==> config.mk <==
export PLATFORM = sky130hd
export DESIGN_NAME = mmio_uart_tx_flat
export DESIGN_NICKNAME = d
export VERILOG_FILES = /design/src/rtl/mmio_uart_tx_pkg.sv /design/src/rtl/mmio_uart_tx_if.sv /design/src/rtl/mmio_uart_tx_sync_fifo.sv /design/src/rtl/mmio_uart_tx.sv /design/src/flat_wrapper.sv
export SDC_FILE = /design/constraint.sdc
export NUM_CORES = 1
export LEC_CHECK = 0
export ABC_CLOCK_PERIOD_IN_PS = 2250
export CORE_UTILIZATION = 58
export CTS_CLUSTER_SIZE = 28
export DETAILED_ROUTE_END_ITERATION = 10
export PLACE_DENSITY = 0.78
export SLEW_MARGIN = 20
export SYNTH_ARGS = -nofsm -noshare
export SYNTH_HDL_FRONTEND = slang
export SYNTH_SLANG_ARGS = --single-unit
export TNS_END_PERCENT = 50
==> constraint.sdc <==
create_clock -name clk -period 2.25 [get_ports clk]
set_input_delay 0.675 -clock clk [delete_from_list [all_inputs] [get_ports clk]]
set_output_delay 0.675 -clock clk [all_outputs]
set_load 0.02 [all_outputs]
==> src/rtl/mmio_uart_tx_pkg.sv <==
// Shared definitions for the memory-mapped UART transmitter: FSM encoding,
// default baud divisor and the processor-visible register addresses.
package mmio_uart_tx_pkg;

  typedef enum logic [1:0] {
    ST_IDLE  = 2'd0,
    ST_START = 2'd1,
    ST_DATA  = 2'd2,
    ST_STOP  = 2'd3
  } uart_state_e;

  // 50 MHz processor clock, 500 kbaud serial link to the AVR.
  localparam int DEFAULT_CLKS_PER_BIT = 100;

  localparam logic [7:0] UART_TX_DATA_ADDR   = 8'hF0;
  localparam logic [7:0] UART_TX_STATUS_ADDR = 8'hF1;

endpackage

==> src/rtl/mmio_uart_tx_if.sv <==
// Processor-side MMIO bundle: store strobe/data and overflow clear going in,
// status flags coming back on the read path.
interface mmio_uart_tx_if #(
  parameter int FIFO_DEPTH = 4
);
  localparam int CW = $clog2(FIFO_DEPTH) + 1;

  logic          wr_en;
  logic [7:0]    wr_data;
  logic          clr_ovf;
  logic          tx_active;
  logic          fifo_full;
  logic [CW-1:0] fifo_count;
  logic          overflow;

  modport master (
    output wr_en, wr_data, clr_ovf,
    input  tx_active, fifo_full, fifo_count, overflow
  );

  modport slave (
    input  wr_en, wr_data, clr_ovf,
    output tx_active, fifo_full, fifo_count, overflow
  );
endinterface

==> src/rtl/mmio_uart_tx_sync_fifo.sv <==
// Small first-word-fall-through FIFO; the head is always visible on dout so
// the transmitter can pop and load its shift register in the same cycle.
module mmio_uart_tx_sync_fifo #(
  parameter  int WIDTH = 8,
  parameter  int DEPTH = 4,
  localparam int AW    = $clog2(DEPTH),
  localparam int CW    = AW + 1
) (
  input  logic             clk,
  input  logic             rst,
  input  logic             push,
  input  logic             pop,
  input  logic [WIDTH-1:0] din,
  output logic [WIDTH-1:0] dout,
  output logic             full,
  output logic             empty,
  output logic [CW-1:0]    count
);

  logic [WIDTH-1:0] mem_q [DEPTH];
  logic [AW-1:0]    wr_ptr_q, wr_ptr_d;
  logic [AW-1:0]    rd_ptr_q, rd_ptr_d;
  logic [CW-1:0]    count_q, count_d;
  logic             do_push, do_pop;

  always_comb begin
    do_pop   = pop && (count_q != '0);
    // A full FIFO still takes a byte when the head leaves in the same cycle.
    do_push  = push && ((count_q != CW'(DEPTH)) || do_pop);
    wr_ptr_d = wr_ptr_q;
    rd_ptr_d = rd_ptr_q;
    count_d  = count_q;
    if (do_push) wr_ptr_d = wr_ptr_q + 1'b1;
    if (do_pop)  rd_ptr_d = rd_ptr_q + 1'b1;
    case ({do_push, do_pop})
      2'b10:   count_d = count_q + 1'b1;
      2'b01:   count_d = count_q - 1'b1;
      default: count_d = count_q;
    endcase
  end

  always_ff @(posedge clk or posedge rst) begin
    if (rst) begin
      wr_ptr_q <= '0;
      rd_ptr_q <= '0;
      count_q  <= '0;
    end else begin
      wr_ptr_q <= wr_ptr_d;
      rd_ptr_q <= rd_ptr_d;
      count_q  <= count_d;
    end
  end

  always_ff @(posedge clk) begin
    if (do_push) mem_q[wr_ptr_q] <= din;
  end

  assign dout  = mem_q[rd_ptr_q];
  assign full  = (count_q == CW'(DEPTH));
  assign empty = (count_q == '0);
  assign count = count_q;

endmodule

==> src/rtl/mmio_uart_tx.sv <==
// Memory-mapped 8N1 UART transmitter: processor stores are queued in a FIFO
// and sent to the AVR, pausing between frames while the AVR reports busy.
module mmio_uart_tx
  import mmio_uart_tx_pkg::*;
#(
  parameter int CLKS_PER_BIT = DEFAULT_CLKS_PER_BIT,
  parameter int FIFO_DEPTH   = 4
) (
  input  logic             clk,
  input  logic             rst,
  mmio_uart_tx_if.slave    bus,
  input  logic             avr_rx_busy,
  output logic             tx
);

  localparam int         CW          = $clog2(FIFO_DEPTH) + 1;
  localparam logic [15:0] BAUD_RELOAD = 16'(CLKS_PER_BIT - 1);

  uart_state_e   state_q, state_d;
  logic [7:0]    shift_q, shift_d;
  logic [2:0]    bit_q, bit_d;
  logic [15:0]   baud_q, baud_d;
  logic          tx_q, tx_d;
  logic          ovf_q, ovf_d;
  logic [1:0]    busy_sync_q, busy_sync_d;
  logic          busy_s;
  logic          pop, drop, bit_done;
  logic          fifo_empty, fifo_full;
  logic [7:0]    fifo_dout;
  logic [CW-1:0] fifo_count;

  mmio_uart_tx_sync_fifo #(
    .WIDTH (8),
    .DEPTH (FIFO_DEPTH)
  ) u_fifo (
    .clk   (clk),
    .rst   (rst),
    .push  (bus.wr_en),
    .pop   (pop),
    .din   (bus.wr_data),
    .dout  (fifo_dout),
    .full  (fifo_full),
    .empty (fifo_empty),
    .count (fifo_count)
  );

  assign busy_s   = busy_sync_q[1];
  assign bit_done = (baud_q == 16'd0);

  always_comb begin
    busy_sync_d = {busy_sync_q[0], avr_rx_busy};
    state_d     = state_q;
    shift_d     = shift_q;
    bit_d       = bit_q;
    baud_d      = baud_q;
    pop         = 1'b0;

    unique case (state_q)
      ST_IDLE: begin
        // Busy only gates the start of a frame; a started frame always completes.
        if (!fifo_empty && !busy_s) begin
          pop     = 1'b1;
          shift_d = fifo_dout;
          bit_d   = 3'd0;
          baud_d  = BAUD_RELOAD;
          state_d = ST_START;
        end
      end
      ST_START: begin
        if (bit_done) begin
          baud_d  = BAUD_RELOAD;
          state_d = ST_DATA;
        end else begin
          baud_d = baud_q - 16'd1;
        end
      end
      ST_DATA: begin
        if (bit_done) begin
          baud_d = BAUD_RELOAD;
          if (bit_q == 3'd7) begin
            state_d = ST_STOP;
          end else begin
            shift_d = shift_q >> 1;
            bit_d   = bit_q + 3'd1;
          end
        end else begin
          baud_d = baud_q - 16'd1;
        end
      end
      ST_STOP: begin
        if (bit_done) begin
          baud_d  = BAUD_RELOAD;
          state_d = ST_IDLE;
        end else begin
          baud_d = baud_q - 16'd1;
        end
      end
      default: state_d = ST_IDLE;
    endcase

    // tx is registered from the next state so the line changes with the state.
    unique case (state_d)
      ST_START: tx_d = 1'b0;
      ST_DATA:  tx_d = shift_d[0];
      default:  tx_d = 1'b1;
    endcase

    drop  = bus.wr_en && fifo_full && !pop;
    ovf_d = drop ? 1'b1 : (bus.clr_ovf ? 1'b0 : ovf_q);
  end

  always_ff @(posedge clk or posedge rst) begin
    if (rst) begin
      state_q     <= ST_IDLE;
      shift_q     <= 8'd0;
      bit_q       <= 3'd0;
      baud_q      <= 16'd0;
      tx_q        <= 1'b1;
      ovf_q       <= 1'b0;
      busy_sync_q <= 2'b00;
    end else begin
      state_q     <= state_d;
      shift_q     <= shift_d;
      bit_q       <= bit_d;
      baud_q      <= baud_d;
      tx_q        <= tx_d;
      ovf_q       <= ovf_d;
      busy_sync_q <= busy_sync_d;
    end
  end

  assign tx             = tx_q;
  assign bus.tx_active  = (state_q != ST_IDLE);
  assign bus.fifo_full  = fifo_full;
  assign bus.fifo_count = fifo_count;
  assign bus.overflow   = ovf_q;

endmodule

==> src/flat_wrapper.sv <==
// flat-port wrapper written by rule: the top's interface ports become plain ports
module mmio_uart_tx_flat import mmio_uart_tx_pkg::*;
#(
  parameter int CLKS_PER_BIT = DEFAULT_CLKS_PER_BIT,
  parameter int FIFO_DEPTH   = 4
)
  (clk, rst, avr_rx_busy, tx, bus_wr_en, bus_wr_data, bus_clr_ovf, bus_tx_active, bus_fifo_full, bus_fifo_count, bus_overflow);
  mmio_uart_tx_if #(.FIFO_DEPTH(FIFO_DEPTH)) bus_i ();
  input  logic clk;
  input  logic rst;
  input  logic avr_rx_busy;
  output logic tx;
  input wire logic [$bits(bus_i.wr_en)-1:0] bus_wr_en;
  input wire logic [$bits(bus_i.wr_data)-1:0] bus_wr_data;
  input wire logic [$bits(bus_i.clr_ovf)-1:0] bus_clr_ovf;
  output wire logic [$bits(bus_i.tx_active)-1:0] bus_tx_active;
  output wire logic [$bits(bus_i.fifo_full)-1:0] bus_fifo_full;
  output wire logic [$bits(bus_i.fifo_count)-1:0] bus_fifo_count;
  output wire logic [$bits(bus_i.overflow)-1:0] bus_overflow;
  assign bus_i.wr_en = bus_wr_en;
  assign bus_i.wr_data = bus_wr_data;
  assign bus_i.clr_ovf = bus_clr_ovf;
  assign bus_tx_active = bus_i.tx_active;
  assign bus_fifo_full = bus_i.fifo_full;
  assign bus_fifo_count = bus_i.fifo_count;
  assign bus_overflow = bus_i.overflow;
  mmio_uart_tx #(.CLKS_PER_BIT(CLKS_PER_BIT), .FIFO_DEPTH(FIFO_DEPTH)) u_core (.clk(clk), .rst(rst), .bus(bus_i), .avr_rx_busy(avr_rx_busy), .tx(tx));
endmodule
### Word level (Yosys, flattened, before mapping)

Memory sizes are Yosys's and may differ from the RTL's.
Cells that the tools add are included.

* $add $sub $neg: 6
* equality and inequality tests: 13
* multiplexer cells: 25
* reduce and logical (&&, ||, !) cells: 19

Operator list (number)
* 16-bit two-way mux: 2
* 16-bit case mux with 2 select lines: 1
* 8-bit two-way mux: 3
* 16-bit logical NOT: 1
* 8-bit case mux with 2 select lines: 1
* 16-bit by 1-bit subtractor with 16-bit output, second input constant: 1
* 3-bit case mux with 2 select lines: 2
* 2-bit two-way mux: 5
* 3-bit two-way mux: 3
* 2-bit equality test, second input constant: 4
* 2-bit case mux with 4 select lines: 1
* 2-bit nonzero test: 4
* 3-bit by 1-bit adder with 3-bit output, second input constant: 2
* 2-bit by 1-bit equality test with 1-bit output, second input constant: 3
* 3-bit equality test, second input constant: 2
* 1-bit two-way mux: 6
* 1-bit logical AND: 5
* 2-bit by 1-bit adder with 2-bit output, second input constant: 2
* 2-bit by 1-bit inequality test with 1-bit output, second input constant: 2
* 4-bit AND reduction: 1
* 1-bit logical NOT: 3
* 3-bit logical NOT: 1
* 3-bit inequality test, second input constant: 1
* 3-bit nonzero test: 1
* 6 further kinds: 6

* register bits: 40
* bits in writable memories: 32
* input port bits: 13
* output and inout bits: 7
* logic and storage cells: 75
* memories: 1

Memory list
* u_core.u_fifo.mem_q: depth 4, bits a word 8, rd ports 1, clocked after Yosys merged registers in 0, write ports 1, RTL line mmio_uart_tx_sync_fifo.sv:20 `logic [WIDTH-1:0] mem_q [DEPTH];`

### Longest topological paths before layout

Gate-level depths: netlist of the first run.

* word-level depth: 10
* gate-level depth with buffers: 8
* depth with buffers taken out: 8

### Cells and area by module

A second synthesis of the first run with hierarchy kept.

* cell total of the unflattened synthesis: 277
* area, all modules: 3379.5 um2

Modules (own cells, without submodules)
* mmio_uart_tx_sync_fifo: times used 1, cells an instance 97, area an instance 1691.6 um2, sequential area each 1136.1 um2
* mmio_uart_tx: times used 1, cells an instance 180, area an instance 1687.9 um2, sequential area each 827.0 um2

### Worst setup path after synthesis of the first run

OpenSTA, ideal clock, no wires.

* kind: flip-flop to flip-flop
* start point: reg u_core.state_q[0]
* end point: mem u_core.u_fifo.mem_q[0][0], enable pin
* setup time: 0.332 ns
* arrival time: 1.768 ns
* required time: 1.918 ns
* slack: 0.150 ns
* cell stages (with the launch flop): 7
* buffers on the path: 1
* clock period less this slack: 2.100 ns
* cell sequence: dfrtp_1 nor2_1 inv_2 or3_1 buf_2 a21boi_4 and2_1

* cells in the longest elaborated chain, start to end: 7

Ends and longest elaborated chain
* start, declared: RTL line mmio_uart_tx.sv:19 `uart_state_e state_q, state_d;`
* start signal, assigned: RTL line mmio_uart_tx.sv:122 `state_q <= state_d;`
* 2-bit logical NOT: RTL line mmio_uart_tx.sv:58 `unique case (state_q)`
* 1-bit two-way mux: RTL line mmio_uart_tx.sv:58
* 1-bit logical AND: RTL line mmio_uart_tx_sync_fifo.sv:27 `do_pop = pop && (count_q != '0);`
* 1-bit logical OR: RTL line mmio_uart_tx_sync_fifo.sv:29 `do_push = push && ((count_q != CW'(DEPTH)) || do_pop);`
* 1-bit logical AND: RTL line mmio_uart_tx_sync_fifo.sv:29
* 1-bit two-way mux: RTL line mmio_uart_tx_sync_fifo.sv:55 `if (do_push) mem_q[wr_ptr_q] <= din;`
* 1-bit two-way mux (not written as such): RTL line mmio_uart_tx_sync_fifo.sv:55
* end, declared: RTL line mmio_uart_tx_sync_fifo.sv:20

Every way passes these cells.

### Final worst setup path of the first run

* start point: reg u_core.tx_q, in the netlist u_core.tx
* end point: out tx

RTL lines
* start, declared: RTL line mmio_uart_tx.sv:23 `logic tx_q, tx_d;`
* start signal, assigned: RTL line mmio_uart_tx.sv:126 `tx_q <= tx_d;`
* end, declared: RTL line flat_wrapper.sv:12 `output logic tx;`

No word-level cell between the ends.

==> summary.txt, run 1 <==
Routing
  – First DRT Iteration DRCs: 175
  – Via count: ~2100
  – Post-DRT Antenna Nets: 0
  – Final wirelength: about 6000 um
  – Drt wl/cell: 16.4 um
  – Drt first pass iters: 5
  – Vias per cell: approximately 5.7
  – Remaining DRCs: 0

Place
  – PortBufs: 19
  – Routability-driven placement congestion ratio: between 0.7 and 0.8
  – Detailed Place HPWL: ~4200 um
  – Place WS: 0.0351 ns

Min path
  – Hold Path Depth: 0
  – Worst hold path class: register to register
  – Hold_sp: u_core.busy_sync_q[0]
  – Worst hold endpoint: u_core.busy_sync_q[1]

Timing
  – Endpoints failing hold: 0
  – Final WS setup: 0.131 ns
  – Relative slew margins: 0.537
  – FMAX: around 0.47 GHz
  – Final worst-path cycle share: 0.942
  – Worst Clk Skew: about 0.0092 ns
  – Setup_tns: 0 ns
  – Fin. max-slew vios: 0
  – Unrepaired setup endpoints after global routing: no
  – Final Setup Violations: 0
  – Final min period: approximately 2.1 ns
  – Worst-Margin Slew: a little under 0.7 ns

Synth
  – Asr flop ratio synth: 0.556
  – Syn Std Cell Area: approximately 0.0032 sq mm
  – Cells after Synth: around 250
  – Mean post-synth cell area: around 13 sq um
  – Largest cells by area after synthesis: dfrtp_1 (30%), edfxtp_1 (30%), mux4_2 (5.6%)
  – Cell accounting for the most synthesized area: dfrtp_1
  – Synth warnings: 0
  – Top_reg_cell synth: dfrtp_1
  – Post-synth top area share: 0.301
  – Register bit total from synthesis: 72
  – Cell variety after synth: 51
  – Post-synthesis sequential area ratio: 0.605
  – Number of synthesized flops with an enable pin: 32
  – Syn nets: 270

Pwr
  – Switching share of power: 0.278
  – Sequential share of power: 0.496
  – Gate power share: 0.174
  – Psw: slightly above 0.9 mW
  – Power Internal: about 2.4 mW
  – Maximum VDD drop: approximately 0.68 mV
  – Clk pwr share: 0.331
  – Lkg Pwr: ~1.6 nW
  – Pwr dens: roughly 840 mW/mm^2

Final layout
  – NumNets Final: roughly 310
  – Fillers: around 340
  – Area taken by multi-input logic gates: around 0.0012 sq mm
  – Final core occ: 0.746
  – N_diodes: 0
  – Synth-to-layout area growth: 20.5%
  – Storage cell area: 0.00196 sq mm
  – Share of layout cells above drive strength 1: 0.199

GRT
  – Largest net degree at the start of global routing: 23
  – Initial antenna violation count: 0
  – Vias in the first global route: 2120
  – Tot GR Track Use: 0.231
  – First-pass GRT wire length: slightly above 10000 um
  – Grt total ovfl: 0

Run status
  – Status: finished, final reports clean

Setup path
  – Worst-case reg-to-reg path depth: 8
  – CP top delay family: buffers and inverters
  – CP Buf/Inv Count: 1
  – WS Path Type: register to output port
  – R2r startpoint: u_core.baud_q[0]
  – Worst reg2reg endpoint: u_core.shift_q[0]
  – CP Launch Type: register
  – Critical Path Max Stage Delay: 0.59 ns
  – CP max FO: 1
  – Slowest cell on the critical path: clkdlybuf4s50_1
  – Worst-path cell chain: clkdlybuf4s50_1
  – Reg2Reg Setup Slack: about 0.18 ns
  – CP Capture Type: output port
  – CP arrival: approximately 1.4 ns
  – CP required: around 1.6 ns

Floorplanning
  – Starting Density: 0.619
  – # rows: 26
  – Die H: around 77 um
  – Placeable core area: 0.00524 sq mm
  – Die width: approximately 77 um
  – Boundary Pins: 20
  – Full die area: 0.00589 sq mm

Clock tree
  – TritonCTS buffer count: 9
  – Bufs on Longest Clock Path: 2
  – Clk root buf: clkbuf_8
  – H-tree levels: 3
  – Post-CTS Setup Bufs: 0
  – Num Clock Sinks: 72
  – Clock Latency Late Sink: 0.35 ns
  – CTS tree: yes
  – CTS Hold Bufs: 0
  – Reg clk slew, reported paths: roughly 0.080 ns

Job
  – Maxcap violations: 0
==> synth_stat cells (3+ instances only) <==
cell type	n
dfrtp_1	39
edfxtp_1	32
nand2_1	16
o21ai_0	15
inv_1	13
nor2_1	13
nor3_1	11
a22o_1	8
mux4_2	8
a21o_1	7
a21oi_1	7
ha_1	7
nand3_1	6
or3_1	6
nor4_1	5
xnor2_1	5
a21o_2	4
and2_1	4
buf_2	3
nor3b_1	3
o31ai_1	3
==> power groups by stage <==
stage / Clock [mW] / Sequential, mW / Combinational, mW
4_1_cts: 1.10 / 1.62 / 0.576
2_1_floorplan: 0 / 1.67 / 0.270
3_3_place_gp: 0 / 1.64 / 0.567
5_1_grt: 1.16 / 1.64 / 0.620
6_report: 1.08 / 1.62 / 0.568
3_5_place_dp: 0 / 1.65 / 0.573
==> routing by layer <==
layer | vias to the layer above | wire length, um | track usage
li1 | 1016 | - | -
met1 | 1045 | 2780 | 0.315
met2 | 35 | 3010 | 0.368
met3 | 5 | 177 | 0.0571
met4 | 0 | 43 | 0.0692
met5 | - | 0 | 0
==> sequential cells by signal (all words and copies together), names as in the netlist, 2 cells and up <==
| register | flops |
|---|---|
| u_core.u_fifo.mem_q | 32 |
| u_core.u_fifo.count | 3 |
| u_core.u_fifo.rd_ptr_q | 2 |
| u_core.busy_sync_q | 2 |
| u_core.u_fifo.wr_ptr_q | 2 |
| u_core.baud_q | 16 |
| u_core.bit_q | 3 |
| u_core.state_q | 2 |
| u_core.shift_q | 8 |
==> kinds of logic (layout without fill, tap and decap cells) <==
logic type	Yosys count	in the layout	synth area share
AOI/OAI and AO/OA	53	53	0.116
xor gates and xnor gates	6	6	0.0162
adders and majority gates	8	8	0.0332
buffers and inverters	21	69	0.0289
DFF	72	72	0.605
muxes	11	11	0.0652
and+or+nand+nor	78	78	0.135
==> cell type report <==
type | instances | share of cell area
Multi-Input combinational cell | 156 | 0.306
Sequential cell | 72 | 0.502
Clock inverter | 7 | 0.0221
Tap cell | 70 | 0.0224
Inverter | 14 | 0.0134
Clock buffer | 9 | 0.0317
Timing Repair Buffer | 39 | 0.102
==> repair_timing <==
action,in CTS,in global routing
setup endpoints to repair,2,4
gates resized for setup,2,1
cloned,0,0
==> stage by stage <==
step                      hold WS [ns]  instances  area [sq um]  total power [mW]
after floorplan                  0.331        249          3240              1.94
after global placement           0.342        351          3690              2.21
after detailed placement         0.336        351          3690              2.22
after CTS                        0.366        367          3900              3.30
after global routing             0.377        367          3910              3.42
final                            0.361        367          3910              3.27
==> worst max-delay path by stage <==
stage,from,end,slack [ns],cells after the start
2_1_floorplan,u_core.state_q[0],u_core.u_fifo.mem_q[0][0],0.15,6
3_3_place_gp,bus_wr_en,u_core.u_fifo.count[2],0.08,5
3_5_place_dp,bus_wr_en,u_core.u_fifo.count[2],0.04,5
4_1_cts,u_core.tx,tx,0.11,1
5_1_grt,u_core.baud_q[0],u_core.tx,0.02,8
6_report,u_core.tx,tx,0.13,1
==> cell usage in the layout (no fill, tap or decap), types with 2 or more instances in the layout <==
cell type and count:
clkbuf_8 9, inv_1 13, nand3_1 6, buf_4 15, a21o_1 7, clkdlybuf4s50_1 17
xnor2_1 5, o31ai_1 3, nand2b_1 2, nor4_1 5, mux4_2 8, nand2_1 16
o21a_1 2, or3_1 6, nor3_1 11, o21ai_0 15, buf_12 5, a21oi_1 7
and3_1 2, nor2_1 13, dlygate4sd2_1 2, edfxtp_1 32, dfrtp_1 39, nor3b_1 3
a21o_2 4, and2_1 4, a22o_1 8, inv_6 2, mux2i_1 2, ha_1 7
inv_8 2
(Power assumes the default switching activity.)
==> run 2, diff against run 1 <==
--- a/config.mk
+++ b/config.mk
@@ -6,6 +6,7 @@
 export NUM_CORES = 1
 export LEC_CHECK = 0
 export ABC_CLOCK_PERIOD_IN_PS = 2250
+export CAP_MARGIN = 20
 export CORE_UTILIZATION = 58
 export CTS_CLUSTER_SIZE = 28
 export DETAILED_ROUTE_END_ITERATION = 10
==> results of run 2 <==
Same layout as run 1: the final DEF is identical, and so are final timing and power.
==> run 3, diff against run 2 <==
--- a/config.mk
+++ b/config.mk
@@ -7,12 +7,14 @@
 export LEC_CHECK = 0
 export ABC_CLOCK_PERIOD_IN_PS = 2250
 export CAP_MARGIN = 20
-export CORE_UTILIZATION = 58
+export CORE_ASPECT_RATIO = 1.1
+export CORE_UTILIZATION = 59
 export CTS_CLUSTER_SIZE = 28
 export DETAILED_ROUTE_END_ITERATION = 10
-export PLACE_DENSITY = 0.78
+export PLACE_DENSITY = 0.79
 export SLEW_MARGIN = 20
 export SYNTH_ARGS = -nofsm -noshare
 export SYNTH_HDL_FRONTEND = slang
+export SYNTH_HIERARCHICAL = 1
 export SYNTH_SLANG_ARGS = --single-unit
 export TNS_END_PERCENT = 50
==> constraint.sdc (replaced) <==
create_clock -name clk -period 2.25 [get_ports clk]
set_input_delay 0.3375 -clock clk [delete_from_list [all_inputs] [get_ports clk]]
set_output_delay 0.3375 -clock clk [all_outputs]
set_load 0.02 [all_outputs]
==> summary.txt, run 3 <==
Synth
  – Synth Area in Adders: 0.0318 (-0.00134)
  – Register bit total from synthesis: 72 (unchanged)
  – Syn Std Cell Area: 0.00338 sq mm (+4.2%)
  – Post-synth top area share: 0.289 (-0.0121)
  – Top post-synthesis cells by count: dfrtp_1 (39), nand2_1 (34), edfxtp_1 (32)
  – Largest cells by area after synthesis: dfrtp_1 (29%), edfxtp_1 (28%), mux4_2 (5.3%)
  – Syn nets: 298 (+10%)
  – Most common cell in the netlist: dfrtp_1
  – Proportion of synthesized area in mux cells: 0.0641 (-0.00115)
  – Top_reg_cell synth: dfrtp_1
  – Number of synthesized flops with an enable pin: 32 (unchanged)
  – Post-synthesis sequential area ratio: 0.581 (-0.0244)
  – Cells after Synth: 277 (+11%)
  – Synth Area in Simple Gates: 0.155 (+0.0201)
  – Asr flop ratio synth: 0.556 (unchanged)
  – Synth Area in XOR/XNOR: 0.0207 (+0.00453)
  – Cell variety after synth: 59 (+16%)
  – Synth warnings: 6 (+6)
  – Cell accounting for the most synthesized area: dfrtp_1
  – Synth Area in Compound Gates: 0.113 (-0.00321)
  – Mean post-synth cell area: 12.2 sq um (-6.3%)
  – Largest family of logic cells by synthesized area: simple AND/OR/NAND/NOR gates

Pwr
  – Sequential share of power: 0.458 (-0.038)
  – Psw: 1.00 mW (+10%)
  – Power Internal: 2.56 mW (+8.6%)
  – Pwr dens: 887 mW/mm^2 (+6.0%)
  – Clk pwr share: 0.334 (+0.003)
  – Gate power share: 0.208 (+0.034)
  – Lkg Pwr: 1.64 nW (+2.3%)
  – Maximum VDD drop: 0.676 mV (-1.2%)
  – Switching share of power: 0.281 (+0.00298)

Routing
  – Remaining DRCs: 0 (unchanged)
  – Drt wl/cell: 16.2 um (-1.3%)
  – Via count: 2328 (+11%)
  – Final wirelength: 6400 um (+6.5%)
  – Vias per cell: 5.88 (+2.7%)
  – Drt first pass iters: 5 (unchanged)
  – First DRT Iteration DRCs: 152 (-13%)
  – Post-DRT Antenna Nets: 0 (unchanged)

Final layout
  – Most common cell after layout, fill and taps aside: dfrtp_1
  – Final core occ: 0.736 (-0.0103)
  – Most flop-heavy register: u_core/u_fifo/mem_q
  – N_diodes: 0 (unchanged)
  – Largest regs: u_core/u_fifo/mem_q (32), u_core/baud_q (16), u_core/shift_q (8)
  – NumNets Final: 337 (+7.7%)
  – Fillers: 389 (+15%)
  – Share of layout cells above drive strength 1: 0.227 (+0.0288)
  – Storage cell area: 0.00197 sq mm (+0.19%)
  – Non-Filler Instances: 396 (+7.9%)
  – Number of flip-flops in the largest register: 32 (unchanged)
  – Synth-to-layout area growth: 19.0%
  – Area taken by multi-input logic gates: 0.00133 sq mm (+11%)
  – Most frequent cells in the layout: dfrtp_1 (36), nand2_1 (33), edfxtp_1 (32), o21ai_0 (22), buf_4 (21)

Timing
  – Worst-Margin Slew: 0.610 ns (-0.0774 ns)
  – Final worst-path cycle share: 0.967 (+0.0256)
  – Final Setup Violations: 0 (unchanged)
  – Setup_tns: 0 ns (unchanged)
  – Unrepaired setup endpoints after global routing: no
  – Hold slack: 0.253 ns (-0.108 ns)
  – Endpoints failing hold: 0 (unchanged)
  – Fin. max-slew vios: 0 (unchanged)
  – Final min period: 2.18 ns (+0.0576 ns)
  – Relative slew margins: 0.591 (+0.0537)
  – Worst Clk Skew: 0.0125 ns (+0.00324 ns)
  – FMAX: 0.459 GHz (-2.6%)

Min path
  – Worst hold path class: primary input to asynchronous set/reset pin

GRT
  – Initial antenna violation count: 0 (unchanged)
  – Tot GR Track Use: 0.245 (+0.0140)
  – Largest net degree at the start of global routing: 34 (+48%)
  – Vias in the first global route: 2214 (+4.4%)
  – First-pass GRT wire length: 10500 um (+2.8%)
  – Grt total ovfl: 0 (unchanged)

Clock tree
  – Clk root buf: clkbuf_8
  – H-tree levels: 3 (unchanged)
  – Reg clk slew, reported paths: 0.08 ns (about the same)
  – Num Clock Sinks: 72 (unchanged)
  – CTS tree: yes
  – TritonCTS buffer count: 9 (unchanged)
  – Clock Latency Late Sink: 0.36 ns (about the same)
  – Bufs on Longest Clock Path: 2 (unchanged)
  – Post-CTS Setup Bufs: 0 (unchanged)

Run status
  – Status: finished, final reports clean

Place
  – Detailed Place HPWL: 4420 um (+5.2%)
  – Placed cell count: 380 (+8.3%)
  – PortBufs: 19 (unchanged)
  – Routability-driven placement congestion ratio: 0.792 (-0.66%)

Setup path
  – Worst-case reg-to-reg path depth: 9 (+1)
  – WS Path Type: register to register
  – CP required: 2.48 ns (+0.91 ns)
  – CP Launch Type: register
  – CP arrival: 2.41 ns (+0.97 ns)
  – CP Capture Type: register
  – CP max FO: 4 (+3)

Floorplanning
  – Full die area: 0.00603 sq mm (+2.4%)
  – Die H: 81.4 um (+6.0%)
  – # rows: 28 (+7.7%)
  – Starting Density: 0.618 (-0.000846)
  – Placeable core area: 0.00547 sq mm (+4.3%)
  – Die width: 74.2 um (-3.4%)
  – Boundary Pins: 20 (unchanged)

Job
  – Maxcap violations: 0 (unchanged)
[run 3: cell families (layout without fill, tap and decap cells)]
family	count (synthesis)	count (layout)
simple gates	92	92
flops	72	72
compound gates	60	60
buf+inv	26	70
mux	11	11
fa+ha+maj	8	8
xor+xnor	8	8
[run 3: worst max-delay path: stages (launching register included)]
cell	delay [ns]
dfrtp_1	0.38
nor2_1	0.18
nand2_2	0.09
inv_2	0.08
nand2b_4	0.06
or2_4	0.23
fa_2	0.40
nor2b_1	0.21
a21oi_1	0.08
a221o_2	0.34
[run 3: power by group through the flow]
stage	registers [mW]	clock network, mW	logic (mW)
2_1_floorplan	1.72	0	0.390
5_1_grt	1.65	1.26	0.804
3_3_place_gp	1.65	0	0.730
6_report	1.63	1.19	0.743
3_5_place_dp	1.66	0	0.746
4_1_cts	1.64	1.21	0.746
[run 3: stage by stage]
stage                     power [mW]  setup slack, ns  area (sq um)
after floorplan                 2.11           -0.217          3420
after global placement          2.38            0.186          3790
after detailed placement        2.41            0.154          3790
after CTS                       3.59           0.0875          4020
after global routing            3.72           0.0138          4020
final                           3.57           0.0736          4020
[run 3: timing repair]
action	4_1_cts	5_1_grt
endpoints found under the setup margin	1	1
cloned	0	0
gates resized for setup	1	1
hold buffers	0	0
[run 3: worst paths after layout]
| kind | end | startpoint | slack [ns] |
|---|---|---|---|
| hold reg to reg | u_core/busy_sync_q[1] | u_core/busy_sync_q[0] | 0.36 |
| hold / removal | u_core/u_fifo/rd_ptr_q[0] | rst | 0.25 |
| setup / recovery | u_core/u_fifo/count[2] | u_core/state_q[1] | 0.07 |
| max in group asynchronous | u_core/tx | rst | 1.52 |
| min in group clk | u_core/busy_sync_q[1] | u_core/busy_sync_q[0] | 0.36 |
| setup reg to reg | u_core/u_fifo/count[2] | u_core/state_q[1] | 0.07 |
[run 3: cell type report]
class / count / area share
flip-flops and latches: 72 / 0.489
multi-input cells: 179 / 0.331
repair buffers: 40 / 0.0862
clock buffers: 9 / 0.0308
clock inverters: 7 / 0.0271
well taps: 75 / 0.0233
inverters: 14 / 0.0131
[run 3: layer usage]
metal	global-route usage	up-vias	share of wire
met5	0	-	0
met4	0.135	0	0.029
met3	0.0447	18	0.038
met2	0.409	67	0.54
met1	0.299	1151	0.39
li1	-	1092	-
